==> src/rtl/usb_fx2_fifo_bridge.sv <==
// FX2 slave-FIFO bridge: OUT endpoint bursts to an RX stream, TX cache packets to the IN endpoint.
// The shared FD bus is arbitrated by one FSM, and every bus direction change passes through TURN.
module usb_fx2_fifo_bridge #(
  parameter int                   DATA_W     = 16,
  parameter int                   ADDR_W     = 9,
  parameter int                   FIFOADR_W  = 2,
  parameter logic [FIFOADR_W-1:0] RD_FIFOADR = 2'b00,
  parameter logic [FIFOADR_W-1:0] WR_FIFOADR = 2'b10,
  parameter int                   PKT_WORDS  = 256,
  parameter int                   TURN_CYC   = 2
) (
  input  logic                 i_ifclk,
  input  logic                 i_rst,
  input  logic                 i_f_empty,
  input  logic                 i_f_full,
  input  logic [DATA_W-1:0]    i_rdata,
  output logic                 o_sloe,
  output logic                 o_slrd,
  output logic                 o_slwr,
  output logic                 o_wen,
  output logic [DATA_W-1:0]    o_wdata,
  output logic                 o_pkend,
  output logic [FIFOADR_W-1:0] o_fifoaddr,
  output logic                 o_rx_vd,
  output logic [DATA_W-1:0]    o_rx_data,
  output logic                 o_rx_sop,
  output logic                 o_rx_eop,
  input  logic                 i_rx_ready,
  input  logic                 i_tx_req,
  input  logic [ADDR_W:0]      i_tx_len,
  output logic                 o_tx_busy,
  output logic                 o_tx_done,
  output logic [ADDR_W-1:0]    o_tx_addr,
  input  logic [DATA_W-1:0]    i_tx_data
);

  localparam int CNT_W = ADDR_W + 1;
  localparam int RXC_W = $clog2(PKT_WORDS + 1);

  typedef enum logic [2:0] {
    S_IDLE, S_RX_OE, S_RX_RD, S_TURN, S_TX_PRE, S_TX_WR, S_TX_END
  } state_t;

  state_t              r_state, w_next;
  logic                r_tx_busy, r_tx_done;
  logic [CNT_W-1:0]    r_tx_len, r_issued, r_sent;
  logic [RXC_W-1:0]    r_rx_cnt;
  logic [2:0]          r_turn_cnt;
  logic [ADDR_W-1:0]   r_tx_addr;
  logic                r_pend, r_wptr, r_rptr;
  logic [1:0]          r_buf_cnt;
  logic [DATA_W-1:0]   r_buf [2];

  logic                w_tx_pend, w_rx_end, w_need_pkend, w_tx_act;
  logic                w_slrd, w_slwr, w_issue;
  logic [1:0]          w_occ;

  assign w_tx_pend    = r_tx_busy | i_tx_req;
  assign w_rx_end     = i_f_empty | (r_rx_cnt == RXC_W'(PKT_WORDS)) | r_tx_busy;
  assign w_need_pkend = (r_tx_len == '0) | ((r_tx_len % CNT_W'(PKT_WORDS)) != '0);
  assign w_tx_act     = (r_state == S_TX_PRE) | (r_state == S_TX_WR) | (r_state == S_TX_END);
  // Words held or in flight from the cache; a new read is issued only if it will have a slot.
  assign w_occ        = r_buf_cnt + {1'b0, r_pend};

  always_comb begin
    w_next     = r_state;
    o_sloe     = 1'b0;
    o_wen      = 1'b0;
    w_slrd     = 1'b0;
    w_slwr     = 1'b0;
    w_issue    = 1'b0;
    o_pkend    = 1'b0;
    o_rx_eop   = 1'b0;
    o_fifoaddr = RD_FIFOADR;
    case (r_state)
      S_IDLE: begin
        if (w_tx_pend)       w_next = S_TURN;
        else if (!i_f_empty) w_next = S_RX_OE;
      end
      S_RX_OE: begin
        o_sloe = 1'b1;
        w_next = S_RX_RD;
      end
      S_RX_RD: begin
        o_sloe = 1'b1;
        if (w_rx_end) begin
          o_rx_eop = 1'b1;
          w_next   = r_tx_busy ? S_TURN : S_IDLE;
        end else begin
          w_slrd = i_rx_ready;
        end
      end
      S_TURN: begin
        if (r_turn_cnt == 3'(TURN_CYC - 1)) w_next = r_tx_busy ? S_TX_PRE : S_IDLE;
      end
      S_TX_PRE: begin
        o_wen      = 1'b1;
        o_fifoaddr = WR_FIFOADR;
        w_issue    = (r_tx_len != '0);
        w_next     = S_TX_WR;
      end
      S_TX_WR: begin
        o_wen      = 1'b1;
        o_fifoaddr = WR_FIFOADR;
        w_slwr     = !i_f_full && (r_buf_cnt != 2'd0);
        w_issue    = (r_issued != r_tx_len) && (w_occ <= 2'd1 + {1'b0, w_slwr});
        if ((r_sent == r_tx_len) || (w_slwr && (r_sent + CNT_W'(1) == r_tx_len)))
          w_next = S_TX_END;
      end
      S_TX_END: begin
        o_wen      = 1'b1;
        o_fifoaddr = WR_FIFOADR;
        if (!w_need_pkend || !i_f_full) begin
          o_pkend = w_need_pkend;
          w_next  = S_TURN;
        end
      end
      default: w_next = S_IDLE;
    endcase
  end

  always_ff @(posedge i_ifclk or posedge i_rst) begin
    if (i_rst) begin
      r_state    <= S_IDLE;
      r_tx_busy  <= 1'b0;
      r_tx_done  <= 1'b0;
      r_tx_len   <= '0;
      r_rx_cnt   <= '0;
      r_turn_cnt <= '0;
      r_tx_addr  <= '0;
      r_issued   <= '0;
      r_sent     <= '0;
      r_pend     <= 1'b0;
      r_wptr     <= 1'b0;
      r_rptr     <= 1'b0;
      r_buf_cnt  <= 2'd0;
    end else begin
      r_state   <= w_next;
      r_tx_done <= 1'b0;
      if (r_state == S_TX_END && w_next == S_TURN) begin
        r_tx_done <= 1'b1;
        r_tx_busy <= 1'b0;
      end else if (i_tx_req && !r_tx_busy) begin
        r_tx_busy <= 1'b1;
        r_tx_len  <= i_tx_len;
      end

      if (r_state == S_RX_OE)  r_rx_cnt <= '0;
      else if (w_slrd)         r_rx_cnt <= r_rx_cnt + RXC_W'(1);

      r_turn_cnt <= (r_state == S_TURN) ? r_turn_cnt + 3'd1 : 3'd0;

      if (w_tx_act) begin
        r_pend    <= w_issue;
        r_buf_cnt <= r_buf_cnt + {1'b0, r_pend} - {1'b0, w_slwr};
        if (r_pend) r_wptr <= ~r_wptr;
        if (w_slwr) begin
          r_rptr <= ~r_rptr;
          r_sent <= r_sent + CNT_W'(1);
        end
        if (w_issue) begin
          r_tx_addr <= r_tx_addr + ADDR_W'(1);
          r_issued  <= r_issued + CNT_W'(1);
        end
      end else begin
        r_pend    <= 1'b0;
        r_buf_cnt <= 2'd0;
        r_wptr    <= 1'b0;
        r_rptr    <= 1'b0;
        r_sent    <= '0;
        r_issued  <= '0;
        r_tx_addr <= '0;
      end
    end
  end

  // Cache read data lands one cycle after its address was presented.
  always_ff @(posedge i_ifclk) begin
    if (r_pend) r_buf[r_wptr] <= i_tx_data;
  end

  assign o_slrd    = w_slrd;
  assign o_slwr    = w_slwr;
  assign o_wdata   = r_buf[r_rptr];
  assign o_rx_vd   = w_slrd;
  assign o_rx_data = i_rdata;
  assign o_rx_sop  = w_slrd & (r_rx_cnt == '0);
  assign o_tx_busy = r_tx_busy;
  assign o_tx_done = r_tx_done;
  assign o_tx_addr = r_tx_addr;

endmodule

==> config.mk <==
export PLATFORM = sky130hd
export DESIGN_NAME = usb_fx2_fifo_bridge
export DESIGN_NICKNAME = d
export VERILOG_FILES = /design/src/rtl/usb_fx2_fifo_bridge.sv
export SDC_FILE = /design/constraint.sdc
export NUM_CORES = 1
export LEC_CHECK = 0
export BUFFER_PORTS_ARGS = -buffer_cell sky130_fd_sc_hd__buf_2
export CAP_MARGIN = 20
export CORE_MARGIN = 5
export CORE_UTILIZATION = 55
export DETAILED_ROUTE_END_ITERATION = 8
export PLACE_DENSITY = 0.84
export SKIP_CTS_REPAIR_TIMING = 1
export SLEW_MARGIN = 25
export SYNTH_ARGS = -nofsm -noshare
export SYNTH_HDL_FRONTEND = slang
export SYNTH_SLANG_ARGS = --single-unit
==> constraint.sdc <==
create_clock -name i_ifclk -period 3.1 [get_ports i_ifclk]
set_input_delay 0.775 -clock i_ifclk [delete_from_list [all_inputs] [get_ports i_ifclk]]
set_output_delay 0.775 -clock i_ifclk [all_outputs]
set_load 0.03 [all_outputs]
After elaboration in Yosys (flattened, before gate mapping)
Memories as Yosys holds them, arrays and structs flattened.
Cells that the tools add are included.
{ "op_classes": {"magnitude_cmp": 1, "eq_ne": 15, "reduce_logical": 21, "bitwise": 10, "muxes": 40, "n_addsub": 8} }
{ "ops": {"columns": ["cell", "n"], "rows": [
  ["$mux W10", 4],
  ["$mux W9", 4],
  ["$mux W3", 8],
  ["$pmux W3 S7", 1],
  ["$add A10 B1 Y10 const B", 2],
  ["$eq A10 B10 Y1", 2],
  ["$reduce_bool A10 Y1", 2],
  ["$mux W1", 19],
  ["$add A9 B1 Y9 const B", 2],
  ["$logic_not A10 Y1", 1],
  ["$ne A10 B10 Y1", 1],
  ["$eq A3 B2 Y1 const B", 3],
  ["$eq A3 B3 Y1 const B", 3],
  ["$eq A9 B9 Y1 const B", 1],
  ["$logic_not A9 Y1", 1],
  ["$eq A3 B1 Y1 const B", 2],
  ["$mux W2", 3],
  ["$or A1 B1 Y1", 6],
  ["$reduce_bool A2 Y1", 3],
  ["$logic_and A1 B1 Y1", 5],
  ["$ne A2 B1 Y1 const B", 2],
  ["$add A3 B1 Y3 const B", 1],
  ["$logic_not A1 Y1", 3],
  ["$logic_not A3 Y1", 1],
  ["other kinds (12)", 15]
]} }
{ "word_totals": {"memories": 1, "regBits": 61, "output_inout_bits": 53, "word_cells": 109, "mem_bits_rw": 32, "input_bits": 48} }
{ "mem_list": {"columns": ["memory", "words", "width", "read_ports", "rd_clocked_by_memory_dff", "wr", "line_no", "text"], "rows": [
  ["r_buf", 2, 16, 1, 0, 1, "52", "logic [DATA_W-1:0] r_buf [2];"]
]} }

Longest topological paths before layout
Gate-level depths: netlist of run 1.
{ "logic_depth": {"ltp_word": 10, "depth_mapped": 10, "ltp_nobuf": 9} }

Worst setup path before layout of run 1
Ideal clock, no wire load.
{ "synth_path": {"path_type": "flip-flop to output port", "startpoint": "register r_rx_cnt[0]", "endpoint": "output o_rx_eop", "path_slack_ns": -0.279, "path_buffers": 0, "stages_incl_launch_ff": 6, "t_required_ns": 2.325, "arrival_ns": 2.604, "path_cell_list": "dfrtp_1 -> inv_1 -> ha_1 -> nor4b_1 -> a31oi_1 -> a2111oi_0"} }
{ "synth_between": {"elab_chain_cells": 5} }
{ "synth_rtl": {"columns": ["element", "line_no", "text"], "rows": [
  ["from (decl)", "47", "logic [RXC_W-1:0] r_rx_cnt;"],
  ["from (signal assigned)", "149", "else if (w_slrd) r_rx_cnt <= r_rx_cnt + RXC_W'(1);"],
  ["$eq A9 B9 Y1", "59", "assign w_rx_end = i_f_empty | (r_rx_cnt == RXC_W'(PKT_WORDS)) | r_tx_busy;"],
  ["$or A1 B1 Y1 (2 in a row)", "59", null],
  ["$mux W1", "86", "if (w_rx_end) begin"],
  ["$mux W1", "75", "case (r_state)"],
  ["to (decl)", "27", "output logic o_rx_eop,"]
]} }
Every way passes these cells.

Worst setup path after layout of run 1
{ "layout_path": {"startpoint": "register r_rx_cnt[0]", "endpoint": "output o_rx_sop"} }
{ "layout_between": {"elab_chain_cells": 6, "word_cells_on_any_way": 7, "classes_between": "1 x eq/ne; 2 x mux; 3 x bitwise; 1 x reduce/logical"} }
{ "layout_rtl": {"columns": ["element", "line_no", "text"], "rows": [
  ["$eq A9 B9 Y1", "59", null],
  ["$or A1 B1 Y1 (2 in a row)", "59", null],
  ["$mux W1", "86", null],
  ["$mux W1", "75", null],
  ["$and A1 B1 Y1 *", "187", "assign o_rx_sop = w_slrd & (r_rx_cnt == '0);"],
  ["to (decl)", "26", "output logic o_rx_sop,"]
]} }
Every way passes the cells marked *; elsewhere a longest branch is shown, timed or not.

==> impl_metrics.xml, run 1 <==
<?xml version="1.0" encoding="UTF-8"?>
<metrics>
  <group name="final_layout">
    <metric name="total_area_of_multi_input_combinational_cells" unit="sq mm">0.00209</metric>
    <metric name="utilization" unit="%">61.9</metric>
    <metric name="fillcell_total" unit="">690</metric>
    <metric name="layout-drive-gt1-share" unit="%">26.4</metric>
    <metric name="final-seq-area" unit="sq mm">0.00249</metric>
    <metric name="final_common_cell" unit="">buf_2</metric>
    <metric name="n_antenna_cell" unit="">0</metric>
    <metric name="mostFrequentLayoutCells" unit="">buf_2, dfrtp_1, nand2_1</metric>
    <metric name="finalNetCount" unit="">551</metric>
    <metric name="layout-area-overhead-vs-synth" unit="%">10.0</metric>
  </group>
  <group name="timing">
    <metric name="clock-skew-final" unit="ns">0.00780</metric>
    <metric name="report.final.hold_viol_count" unit="">0</metric>
    <metric name="maxSlewViolCount" unit="">0</metric>
    <metric name="finalWorstPathRequiredPeriod" unit="ns">2.98</metric>
    <metric name="clock.fmax" unit="MHz">336</metric>
    <metric name="setup_tns" unit="ns">0</metric>
    <metric name="rsz0062_at_grt" unit="">false</metric>
    <metric name="final_critical_path_setup_slack" unit="ns">0.120</metric>
    <metric name="period_share" unit="%">96.1</metric>
    <metric name="setup_viol_count_final" unit="">0</metric>
    <metric name="worst_pin_slew" unit="ns">0.722</metric>
    <metric name="headroom_to_the_max_slew_limit" unit="%">51.9</metric>
  </group>
  <group name="detailed_routing">
    <metric name="drt_wl_total" unit="mm">9.70</metric>
    <metric name="drt-vias-per-instance" unit="">5.75</metric>
    <metric name="drc" unit="">0</metric>
    <metric name="routed-via-count" unit="">3480</metric>
    <metric name="final_antenna_net_count" unit="">0</metric>
    <metric name="drt_first_iter_violations" unit="">347</metric>
    <metric name="wl_per_cell" unit="microns">16.0</metric>
    <metric name="first_pass_detailed_route_iteration_total" unit="">5</metric>
  </group>
  <group name="critical_path">
    <metric name="critPathCaptureType" unit="">output port</metric>
    <metric name="crit_arrival" unit="ns">2.21</metric>
    <metric name="crit_start" unit="">r_rx_cnt[0]</metric>
    <metric name="r2r-end" unit="">r_issued[5]</metric>
    <metric name="worstSetupPathType" unit="">reg -&gt; out</metric>
    <metric name="critical_path_peak_fanout" unit="">12</metric>
    <metric name="rr_worst_depth" unit="">9</metric>
    <metric name="crit-reg2reg-launch" unit="">r_pend</metric>
    <metric name="critPathSlowestCell" unit="">dfrtp_1</metric>
    <metric name="critPathMaxStageDelay" unit="ns">0.42</metric>
    <metric name="reg2reg_setup_slack" unit="ns">0.46</metric>
    <metric name="crit_required" unit="ns">2.32</metric>
    <metric name="timing.critical_path.cells" unit="">inv_1 &gt; ha_1 &gt; nor4b_2 &gt; a31oi_1 &gt; and4_4 &gt; and4b_1 &gt; buf_2</metric>
    <metric name="start_kind" unit="">flop</metric>
  </group>
  <group name="synthesis">
    <metric name="yosys_register_bits" unit="">93</metric>
    <metric name="syn-cell-area" unit="sq mm">0.00488</metric>
    <metric name="synth_sequential_area_ratio" unit="%">51.0</metric>
    <metric name="synth.net_count" unit="">506</metric>
    <metric name="ys_types" unit="">58</metric>
    <metric name="syn_avg_cell_area" unit="sq um">10.9</metric>
    <metric name="synth_edf_count" unit="">32</metric>
    <metric name="synth_async_sr_flop_share" unit="%">65.6</metric>
    <metric name="dominantRegCellSynth" unit="">dfrtp_1</metric>
    <metric name="yosysWarningCount" unit="">0</metric>
    <metric name="synthesis.instances" unit="">447</metric>
  </group>
  <group name="floorplanning">
    <metric name="die_width" unit="microns">104</metric>
    <metric name="ios" unit="">101</metric>
    <metric name="num_rows" unit="">34</metric>
    <metric name="die-area" unit="sq mm">0.0109</metric>
    <metric name="die_height" unit="microns">104</metric>
    <metric name="floorplan.initialDensity" unit="%">56.2</metric>
    <metric name="coreArea" unit="sq mm">0.00868</metric>
  </group>
  <group name="worst_hold_path">
    <metric name="hold_class" unit="">in -&gt; async</metric>
  </group>
  <group name="placed_design">
    <metric name="dp_slack" unit="ns">0.231</metric>
    <metric name="placement.io_buffers" unit="">67</metric>
    <metric name="place_hpwl" unit="mm">7.07</metric>
    <metric name="place.gp.congestion" unit="">0.906</metric>
  </group>
  <group name="clocking">
    <metric name="cts_sinks" unit="">93</metric>
    <metric name="tritoncts" unit="">built</metric>
    <metric name="clock_insertion_delay_worst_skew" unit="ns">0.35</metric>
    <metric name="cts-root-to-sink-buffers" unit="">2</metric>
    <metric name="cts-buffers-inserted" unit="">9</metric>
    <metric name="cts.root.buffer_cell" unit="">clkbuf_8</metric>
    <metric name="h-tree-depth" unit="">3</metric>
    <metric name="clock_transition_at_the_register_clock_pins_on_the_worst_setup_and_hold_paths_after_cts" unit="ns">0.09</metric>
  </group>
  <group name="global_route">
    <metric name="grt_overflow_total" unit="">0</metric>
    <metric name="antenna_found_initial" unit="">0</metric>
    <metric name="groute.usage.overall" unit="%">18.5</metric>
    <metric name="grt_first_pass_wirelength" unit="mm">16.8</metric>
    <metric name="first_global_vias" unit="">3474</metric>
    <metric name="grt_start_max_net_pins" unit="">30</metric>
  </group>
  <group name="power">
    <metric name="vdd_drop_max" unit="V">0.000386</metric>
    <metric name="power.density" unit="mW/mm^2">647</metric>
    <metric name="leakagePower" unit="nW">2.32</metric>
  </group>
  <group name="status">
    <metric name="status" unit="">finished, final reports clean</metric>
  </group>
  <group name="flow_run">
    <metric name="maxCapViolCount" unit="">0</metric>
  </group>
</metrics>
==> worst max-delay path by stage <==
stage / to / slack, ns
3_3_place_gp: r_issued[5] / 0.32
2_1_floorplan: o_rx_eop / 0.10
3_5_place_dp: o_tx_addr[5] / 0.23
6_report: o_rx_sop / 0.12
4_1_cts: o_rx_sop / -0.09
5_1_grt: o_rx_sop / 0.02
==> layout make-up <==
| cell class | count | share of cell area (%) |
|---|---|---|
| clock buffer | 11 | 2.45 |
| clock inverter | 5 | 1.42 |
| inverter | 14 | 0.979 |
| multi-input combinational | 299 | 38.9 |
| sequential | 93 | 46.3 |
| tap | 108 | 2.52 |
| timing repair buffer | 75 | 7.37 |
==> logic make-up after synthesis <==
kind of cell               count (synthesis)  share of synthesized area [%]
DFF                                       93                           51.0
adders and majority gates                 11                           2.82
AOI/OAI and AO/OA                         60                           8.67
other                                      1                         0.0768
muxes                                     34                           7.64
xor gates and xnor gates                  39                           7.00
buffers and inverters                     55                           6.51
and+or+nand+nor                          154                           16.3
==> worst max-delay path: cells and delay by family (launching register included) <==
kind                       cells  cell delay [ns]
and+or+nand+nor                3             0.74
DFF                            1             0.42
adders and majority gates      1             0.18
AOI/OAI and AO/OA              1             0.25
buffers and inverters          2             0.25
==> through the flow <==
step | total power, mW | cells | hold WS, ns | cell area, sq um
3_3_place_gp | 2.59 | 589 | 0.451 | 5150
4_1_cts | 3.49 | 605 | 0.493 | 5350
3_5_place_dp | 2.63 | 589 | 0.478 | 5150
5_1_grt | 3.69 | 605 | 0.515 | 5370
6_report | 3.47 | 605 | 0.487 | 5370
2_1_floorplan | 2.43 | 447 | 0.439 | 4880
==> power breakdown <==
group / internal [mW] / leakage, nW / total [mW] / switching [mW]
clock: 0.451 / 0.101 / 0.855 / 0.404
combinational: 0.398 / 1.11 / 0.963 / 0.566
sequential: 1.42 / 1.11 / 1.66 / 0.240
total: 2.27 / 2.32 / 3.47 / 1.21
==> sequential cells by signal, indices dropped and copies added (netlist names) <==
register / cells
o_tx_addr: 9
o_tx_busy: 1
o_tx_done: 1
r_buf: 32
r_buf_cnt: 2
r_issued: 10
r_pend: 1
r_rptr: 1
r_rx_cnt: 9
r_sent: 10
r_state: 3
r_turn_cnt: 3
r_tx_len: 10
r_wptr: 1
==> routing by layer <==
metal,track usage (%),vias to the layer above,part of all wire [%]
met5,0,-,0
met4,5.74,0,1.8
met3,5.21,17,7.0
met2,28.5,136,47
met1,25.5,1660,44
li1,-,1667,-
==> cells in the mapped netlist, drive strengths merged (8+ instances only) <==
master  count  area [sq um]
edfxtp     32           961
nand2      38           143
xor2       18           158
a21oi       9          52.6
o31ai       9          67.6
xnor2      21           184
mux2i       8          80.1
nand3      18          95.1
inv        12          45.0
dfrtp      61          1530
clkbuf      9          35.0
mux2       26           293
nand4      15          93.8
o21ai      24           128
nor2       33           124
buf        32           230
ha         11           138
(Power assumes the default switching activity.)
==> run 2: changes to the inputs <==
==> constraint.sdc (replaced) <==
create_clock -name i_ifclk -period 3.1 [get_ports i_ifclk]
set_input_delay 0.155 -clock i_ifclk [delete_from_list [all_inputs] [get_ports i_ifclk]]
set_output_delay 0.155 -clock i_ifclk [all_outputs]
set_load 0.03 [all_outputs]
==> impl_metrics.xml, run 2 (synthesized netlist as in run 1, its figures left out) <==
<?xml version="1.0" encoding="UTF-8"?>
<metrics>
  <group name="status">
    <metric name="status" unit="">complete, but fails checks</metric>
    <metric name="violations_in_the_final_reports" unit="">hold timing</metric>
  </group>
  <group name="power">
    <metric name="vdd_drop_max" unit="V">0.000415</metric>
    <metric name="combPwrFrac" unit="%">27.4</metric>
    <metric name="power.density" unit="mW/mm^2">640</metric>
    <metric name="leakagePower" unit="nW">2.36</metric>
    <metric name="switching_share" unit="%">35.2</metric>
    <metric name="power_frac_clock" unit="%">25.4</metric>
    <metric name="seqPwrFrac" unit="%">47.2</metric>
    <metric name="fin_total_pwr" unit="mW">3.51</metric>
    <metric name="netSwitchingPower" unit="mW">1.24</metric>
    <metric name="cellInternalPower" unit="mW">2.27</metric>
  </group>
  <group name="clocking">
    <metric name="cts-buffers-inserted" unit="">9</metric>
    <metric name="cts_sinks" unit="">93</metric>
    <metric name="h-tree-depth" unit="">3</metric>
    <metric name="clock_transition_at_the_register_clock_pins_on_the_worst_setup_and_hold_paths_after_cts" unit="ns">0.10</metric>
    <metric name="cts-root-to-sink-buffers" unit="">2</metric>
    <metric name="clock_insertion_delay_worst_skew" unit="ns">0.35</metric>
    <metric name="tritoncts" unit="">built</metric>
    <metric name="cts.root.buffer_cell" unit="">clkbuf_8</metric>
  </group>
  <group name="placed_design">
    <metric name="place_hpwl" unit="mm">6.97</metric>
    <metric name="post_dp_cell_area" unit="sq mm">0.00512</metric>
    <metric name="place.gp.congestion" unit="">0.914</metric>
    <metric name="placement.io_buffers" unit="">67</metric>
  </group>
  <group name="critical_path">
    <metric name="crit-reg2reg-launch" unit="">r_pend</metric>
    <metric name="critical_path_peak_fanout" unit="">13</metric>
    <metric name="r2r-end" unit="">r_issued[3]</metric>
    <metric name="critPathCaptureType" unit="">flop</metric>
    <metric name="start_kind" unit="">flop</metric>
    <metric name="crit_required" unit="ns">3.38</metric>
    <metric name="crit_arrival" unit="ns">2.88</metric>
    <metric name="worstSetupPathType" unit="">reg -&gt; reg</metric>
    <metric name="rr_worst_depth" unit="">9</metric>
    <metric name="reg2reg_setup_slack" unit="ns">0.51</metric>
    <metric name="crit_start" unit="">r_pend</metric>
  </group>
  <group name="timing">
    <metric name="worst_pin_slew" unit="ns">0.748</metric>
    <metric name="clock-skew-final" unit="ns">0.0115</metric>
    <metric name="headroom_to_the_max_slew_limit" unit="%">50.1</metric>
    <metric name="finalWorstPathRequiredPeriod" unit="ns">2.59</metric>
    <metric name="timing.hold.ws" unit="ns">-0.0855</metric>
    <metric name="period_share" unit="%">83.7</metric>
    <metric name="maxSlewViolCount" unit="">0</metric>
    <metric name="setup_tns" unit="ns">0</metric>
    <metric name="rsz0062_at_grt" unit="">false</metric>
    <metric name="report.final.hold_viol_count" unit="">36</metric>
    <metric name="clock.fmax" unit="MHz">386</metric>
    <metric name="setup_viol_count_final" unit="">0</metric>
  </group>
  <group name="final_layout">
    <metric name="n_antenna_cell" unit="">0</metric>
    <metric name="mostFrequentLayoutCells" unit="">buf_2, dfrtp_1, nand2_1</metric>
    <metric name="regMostFlops" unit="">r_buf</metric>
    <metric name="layout-area-overhead-vs-synth" unit="%">12.3</metric>
    <metric name="area_of_all_placed_cells_without_fillers" unit="sq mm">0.00548</metric>
    <metric name="final_common_cell" unit="">buf_2</metric>
    <metric name="largest_reg_flops" unit="">32</metric>
    <metric name="finalNetCount" unit="">561</metric>
    <metric name="layout-drive-gt1-share" unit="%">25.4</metric>
  </group>
  <group name="global_route">
    <metric name="grt_start_max_net_pins" unit="">36</metric>
    <metric name="grt_overflow_total" unit="">0</metric>
    <metric name="grt_first_pass_wirelength" unit="mm">16.4</metric>
    <metric name="antenna_found_initial" unit="">0</metric>
    <metric name="first_global_vias" unit="">3425</metric>
    <metric name="groute.usage.overall" unit="%">17.8</metric>
  </group>
  <group name="floorplanning">
    <metric name="die-area" unit="sq mm">0.0109</metric>
    <metric name="ios" unit="">101</metric>
    <metric name="die_width" unit="microns">104</metric>
    <metric name="coreArea" unit="sq mm">0.00868</metric>
    <metric name="num_rows" unit="">34</metric>
    <metric name="die_height" unit="microns">104</metric>
    <metric name="floorplan.initialDensity" unit="%">56.2</metric>
  </group>
  <group name="detailed_routing">
    <metric name="drt_first_iter_violations" unit="">260</metric>
    <metric name="drc" unit="">0</metric>
    <metric name="drt_wl_total" unit="mm">9.83</metric>
    <metric name="routed-via-count" unit="">3520</metric>
    <metric name="wl_per_cell" unit="microns">16.0</metric>
    <metric name="final_antenna_net_count" unit="">0</metric>
    <metric name="first_pass_detailed_route_iteration_total" unit="">4</metric>
    <metric name="drt-vias-per-instance" unit="">5.72</metric>
  </group>
  <group name="flow_run">
    <metric name="maxCapViolCount" unit="">0</metric>
  </group>
  <group name="worst_hold_path">
    <metric name="hold_class" unit="">in -&gt; async</metric>
  </group>
</metrics>
-- run 2: cell count changes in the layout (fill, tap and decap cells not counted), moves of 2 or more --
cell / previous run / this run
buf_4: 8 / 5
clkbuf_1: 2 / 0
dlygate4sd3_1: 0 / 13
clkinvlp_4: 1 / 3
-- run 2: layer usage --
layer  vias up  share of wire, %  GRT usage, %
met2        92                49          29.5
li1       1680                 -             -
met5         -                 0             0
met1      1737                45          23.5
met4         0               1.3          5.64
met3        11               4.8          3.48
-- run 2: metrics by stage --
stage / std cells / util [%] / hold WS [ns] / setup slack [ns]
2_1_floorplan: 447 / - / 0.254 / 0.341
3_3_place_gp: 586 / 59.0 / 0.310 / 0.628
3_5_place_dp: 586 / 59.0 / 0.310 / 0.541
4_1_cts: 602 / 61.6 / -0.0711 / 0.509
5_1_grt: 615 / 63.1 / 0.00187 / 0.320
6_report: 615 / 63.1 / -0.0855 / 0.506
-- run 2: critical path, cell delays in order, from the launching register on --
cell and delay, ns:
dfrtp_1 0.43, ha_1 0.23, xor2_1 0.22, ha_1 0.28, nor2b_1 0.13, o21ai_0 0.19, a31oi_2 0.28, buf_4 0.26
or3_1 0.37, a21oi_2 0.14
-- run 2: power groups by stage --
| stage | Clock (mW) | Combinational, mW | Sequential [mW] |
|---|---|---|---|
| 6_report | 0.891 | 0.963 | 1.66 |
| 3_3_place_gp | 0 | 0.913 | 1.66 |
| 3_5_place_dp | 0 | 0.947 | 1.67 |
| 2_1_floorplan | 0 | 0.878 | 1.55 |
| 5_1_grt | 0.953 | 1.06 | 1.68 |
| 4_1_cts | 0.916 | 0.953 | 1.65 |
-- run 2: how the worst max path moves through the flow --
stage                     slack, ns     endpoint
after floorplan                0.34     o_rx_eop
after global placement         0.63  r_issued[5]
after detailed placement       0.54  r_issued[3]
after CTS                      0.51  r_issued[3]
after global routing           0.32  r_issued[5]
final                          0.51  r_issued[3]
-- run 2: layout make-up --
| type | count | area [sq um] |
|---|---|---|
| timing repair buffer | 85 | 503 |
| tap | 108 | 135 |
| multi-input combinational | 299 | 2080 |
| clock inverter | 7 | 98.8 |
| inverter | 14 | 52.6 |
| clock buffer | 9 | 124 |
| sequential | 93 | 2490 |
| fill | 705 | 3200 |
